## src/rtl/seg_scan_ctrl.sv

```systemverilog
// Scan controller for a common-select, active-low 7-segment display with
// frame-aligned data swap, inter-digit blanking and leading-zero suppression.
module seg_scan_ctrl #(
   parameter int unsigned DIGITS    = 6,
   parameter int unsigned DWELL_CYC = 50000,
   parameter int unsigned BLANK_CYC = 500
) (
   input  logic                  clk,
   input  logic                  rst,
   input  logic                  load_valid,
   output logic                  load_ready,
   input  logic [4*DIGITS-1:0]   load_data,
   input  logic                  lz_blank,
   output logic [6:0]            segment,
   output logic [DIGITS-1:0]     seg_sel,
   output logic                  frame_done
);

   localparam int unsigned DATA_W  = 4 * DIGITS;
   localparam int unsigned CNT_MAX = (DWELL_CYC > BLANK_CYC) ? DWELL_CYC : BLANK_CYC;
   localparam int unsigned CNT_W   = (CNT_MAX > 1) ? $clog2(CNT_MAX) : 1;
   localparam int unsigned DIG_W   = (DIGITS > 1) ? $clog2(DIGITS) : 1;

   typedef enum logic {
      S_BLANK = 1'b0,
      S_DRIVE = 1'b1
   } state_t;

   state_t              state;
   logic [CNT_W-1:0]    cnt;
   logic [DIG_W-1:0]    digit;
   logic [DATA_W-1:0]   shadow;
   logic [DATA_W-1:0]   pending;

   logic [DIGITS-1:0]   lz_mask;
   logic [3:0]          cur_nib;
   logic [6:0]          seg_next_c;
   logic                last_digit_c;
   logic                boundary_c;

   // Active-high segment pattern for a BCD nibble; non-BCD codes stay dark.
   function automatic logic [6:0] enc(input logic [3:0] n);
      case (n)
         4'd0:    enc = 7'h77;
         4'd1:    enc = 7'h24;
         4'd2:    enc = 7'h5D;
         4'd3:    enc = 7'h6D;
         4'd4:    enc = 7'h2E;
         4'd5:    enc = 7'h6B;
         4'd6:    enc = 7'h7B;
         4'd7:    enc = 7'h25;
         4'd8:    enc = 7'h7F;
         4'd9:    enc = 7'h6F;
         default: enc = 7'h00;
      endcase
   endfunction

   // A digit is a leading zero when it and every more-significant digit are zero.
   always_comb begin
      logic zero_above;
      lz_mask    = '0;
      zero_above = 1'b1;
      for (int k = DIGITS - 1; k >= 1; k--) begin
         zero_above = zero_above & (shadow[4*k +: 4] == 4'd0);
         lz_mask[k] = zero_above;
      end
   end

   always_comb begin
      cur_nib      = shadow[4*int'(digit) +: 4];
      seg_next_c   = (lz_blank && lz_mask[digit]) ? 7'h7F : ~enc(cur_nib);
      last_digit_c = (digit == DIG_W'(DIGITS - 1));
      boundary_c   = (state == S_DRIVE) && (cnt == '0) && last_digit_c;
   end

   // Scan sequencer, display registers and one-entry load buffer.
   always_ff @(posedge clk or negedge rst) begin
      if (!rst) begin
         state      <= S_BLANK;
         cnt        <= CNT_W'(BLANK_CYC - 1);
         digit      <= '0;
         shadow     <= '0;
         pending    <= '0;
         load_ready <= 1'b1;
         segment    <= 7'h7F;
         seg_sel    <= '1;
         frame_done <= 1'b0;
      end else begin
         frame_done <= 1'b0;
         case (state)
            S_BLANK: begin
               if (cnt == '0) begin
                  state   <= S_DRIVE;
                  cnt     <= CNT_W'(DWELL_CYC - 1);
                  seg_sel <= ~(DIGITS'(1) << digit);
                  segment <= seg_next_c;
               end else begin
                  cnt <= cnt - CNT_W'(1);
               end
            end
            S_DRIVE: begin
               segment <= seg_next_c;
               if (cnt == '0) begin
                  state   <= S_BLANK;
                  cnt     <= CNT_W'(BLANK_CYC - 1);
                  seg_sel <= '1;
                  segment <= 7'h7F;
                  if (last_digit_c) begin
                     digit      <= '0;
                     frame_done <= 1'b1;
                  end else begin
                     digit <= digit + DIG_W'(1);
                  end
               end else begin
                  cnt <= cnt - CNT_W'(1);
               end
            end
            default: begin
               state   <= S_BLANK;
               cnt     <= CNT_W'(BLANK_CYC - 1);
               seg_sel <= '1;
               segment <= 7'h7F;
            end
         endcase

         // Accept and frame-boundary transfer are exclusive: accept needs an empty slot.
         if (load_valid && load_ready) begin
            pending    <= load_data;
            load_ready <= 1'b0;
         end else if (boundary_c && !load_ready) begin
            shadow     <= pending;
            load_ready <= 1'b1;
         end
      end
   end

endmodule

```

## config.mk

```make
export PLATFORM = sky130hd
export DESIGN_NAME = seg_scan_ctrl
export DESIGN_NICKNAME = d
export VERILOG_FILES = /design/src/rtl/seg_scan_ctrl.sv
export SDC_FILE = /design/constraint.sdc
export NUM_CORES = 1
export LEC_CHECK = 0
export CAP_MARGIN = 5
export CORE_AREA = 2 2 92 103
export DETAILED_ROUTE_END_ITERATION = 10
export DIE_AREA = 0 0 94 105
export PLACE_DENSITY = 0.76
export REMOVE_ABC_BUFFERS = 1
export SYNTH_ARGS = -nofsm -noshare
export SYNTH_HDL_FRONTEND = slang
export SYNTH_SLANG_ARGS = --single-unit
```

## constraint.sdc

```tcl
create_clock -name clk -period 3 [get_ports clk]
set_input_delay 0.6 -clock clk [delete_from_list [all_inputs] [get_ports clk]]
set_output_delay 0.6 -clock clk [all_outputs]
set_load 0.005 [all_outputs]
```

==> run metrics <==
status finished clean; TritonCTS clock tree built; Worst Path Max Fanout 25; Yosys cell types 49; CTS HTree Levels 3; clock transition at the registers of the reported paths approximately 0.09 ns; proportion of synthesized area in mux cells 0.183; overall die height 105 um; clock tree root buffer cell sky130_fd_sc_hd__clkbuf_8; total iterations of the first detailed-routing run 4; slowest stage delay, CP around 0.56 ns; leakage dissipation ~0.0021 uW; achievable frequency approximately 370 MHz; kind of capture point of the worst setup path flip-flop; synthesis-to-layout area growth 18.9%; DRC marker count from the first detailed-route iteration between 100 and 150; total via count after detailed routing between 2,000 and 3,000; RSZ-0062 raised after global routing no; post-synthesis share of cell area spent on and, or, nand and nor gates 0.108; largest family of logic cells by synthesized area multiplexers; number of enable flip-flop cells after synthesis 0; reg-to-reg slack, setup about 0.29 ns; die outline width between 90 and 100 um; remaining number of nets flagged by the antenna check after routing 0; final worst-path cycle share 0.904; top-area cell type share of the netlist area 0.397; reg-to-reg endpoint shadow[11]$_DFFE_PN0P_; antenna violations before repair 0; number of buffers on the longest clock path 2; measured slew at the worst slew-check pin 0.993 ns; layout cells sized above 1 0.291; worst setup timing slack at the placement stage 0.313 ns; top-level I/O count 43; hold violation total from the final report 0; highest-delay cell along the critical path sky130_fd_sc_hd__or4_4; post-cts gate resize count 0; proportion of synthesized chip area in sequential cells 0.538; worst-case clock skew approximately 0.012 ns; number of global-route vias before repair between 2,000 and 3,000; worst path buffer plus inverter count 2; leading cell type in the layout, fill and taps excluded sky130_fd_sc_hd__dfrtp_1; total DRC errors in the routed layout 0; final worst-path setup slack ~0.29 ns; final-report max-slew violation count 0; floorplan row count 36; global-route wire length before repair ~12,000 um; Worst Hold Class in -> async; Synth area leaders sky130_fd_sc_hd__dfrtp_1 40%, sky130_fd_sc_hd__mux2_2 16%, sky130_fd_sc_hd__dfstp_2 14%; relative max-transition margin 0.338; Critical Path RT approximately 3.2 ns; post-synthesis cell type with the largest combined area sky130_fd_sc_hd__dfrtp_1; mean routed wirelength per cell 15.0 um; max-capacitance violation count 0; parity-gate share of the synthesized area counting xor and xnor cells 0.0224; startpoint of the most critical register-to-register path cnt[6]$_DFF_PN1_; worst reg2reg path depth 8; total congestion overflow after global routing 0; flip-flop and latch count after synthesis 83; Skew-Pair Late Insertion Delay around 0.35 ns; final estimated routing congestion in global placement between 0.8 and 0.9; nets between 300 and 400; area of the die roughly 9900 um^2; average footprint of a synthesized cell 12.4 um^2; GRT Overall Usage 0.157; power density of the placed cells 423 nW/um^2; initial standard-cell utilization of the core 0.445; largest net degree at the start of global routing 84; synthesized instance count about 310; number of buffer cells added on primary ports 42; Post-CTS Setup Inserts 0; minimum clock period after layout between 2 and 3 ns; fraction of the mapped netlist area in compound gates 0.0881; WL final ~7000 um; Pwr Total approximately 2000 uW; post-synthesis cell area 3910 um^2; core area about 8800 um^2; Main synth FF type sky130_fd_sc_hd__dfrtp_1; kind of start point of the critical path flip-flop; IR Drop Worst-Case VDD between 200 and 300 uV; Levels on crit path 8; clock sink count between 80 and 90; top cell family by delay on the critical path simple AND/OR/NAND/NOR gates; commonest cells after routing, fill and taps aside 62 x sky130_fd_sc_hd__dfrtp_1, 55 x sky130_fd_sc_hd__mux2_2, 41 x sky130_fd_sc_hd__clkdlybuf4s50_1; final count of negative-setup-slack endpoints 0; TritonCTS Buffers 9; FFs w/ async S/R, synth 1.00; startpoint of the most critical setup path cnt[6]$_DFF_PN1_; post-synthesis share of cell area spent on full adders, half adders and majority gates 0.0352; number of antenna diodes 0; series of cell instances along the critical path or4_4, nor4b_4, nand2_2, inv_2, ha_1, nor3b_2, buf_12, mux2_2; startpoint-to-endpoint class of the critical path reg -> reg; hold_buf cts 0; post-detail-place hpwl 5130 um; crit path DAT approximately 2.9 ns; DP Area roughly 4500 um^2; CP endpoint shadow[11]$_DFFE_PN0P_; synthesis warning total 0; drt via density 5.35; post-route cell area approximately 4600 um^2
power by group:
group	total [uW]	switching, uW	internal [uW]
Combinational	55.5	25.0	30.5
Clock	791	404	386
Sequential	1120	0	1120
flip-flops by register name, indices dropped and copies added, names as in the netlist:
register / flops
seg_sel: 6
load_ready: 1
digit: 3
shadow: 24
segment: 7
frame_done: 1
pending: 24
state: 1
cnt: 16
stage by stage:
step,hold slack (ns),std cells,setup TNS [ns],util
finish,0.395,478,0,0.529
global route,0.489,478,0,0.529
CTS,0.447,478,0,0.529
detailed placement,0.452,462,0,0.507
global placement,0.449,462,0,0.507
floorplan,0.304,302,-7.66,-
cell families after synthesis:
| group | count (synthesis) |
|---|---|
| compound gates | 47 |
| xor+xnor | 10 |
| flops | 83 |
| simple gates | 79 |
| fa+ha+maj | 11 |
| buf+inv | 22 |
| mux | 62 |
cell type report:
cell class | instances | area (um^2)
inverter | 10 | 37.5
sequential | 83 | 2100
fill | 777 | 4140
clock inverter | 6 | 66.3
clock buffer | 10 | 128
tap | 114 | 143
timing repair buffer | 46 | 460
multi-input combinational | 209 | 1710
synthesized netlist by cell type, drive strengths merged (5+ instances only):
master,number
o21ai,9
a21oi,9
nor3,10
ha,11
dfrtp,62
nor4,6
dfstp,21
inv,10
mux2i,5
xnor2,7
nor2,21
nand2,18
buf,8
mux2,55
a21o,6
a2bb2oi,7
metal layers:
metal  part of all wire  GRT usage
met1               0.47      0.219
met2               0.48      0.243
met3              0.037     0.0317
met4              0.016     0.0559
met5                  0          0
worst min path at each step:
stage / depth (start not counted) / start / endpoint
finish: 1 / rst / cnt[9]$_DFF_PN0_
global route: 1 / cnt[0]$_DFF_PN1_ / cnt[0]$_DFF_PN1_
global placement: 1 / cnt[0]$_DFF_PN1_ / cnt[0]$_DFF_PN1_
CTS: 1 / rst / shadow[6]$_DFFE_PN0P_
floorplan: 0 / rst / cnt[10]$_DFF_PN0_
detailed placement: 1 / cnt[0]$_DFF_PN1_ / cnt[0]$_DFF_PN1_
(Power assumes the default switching activity.)
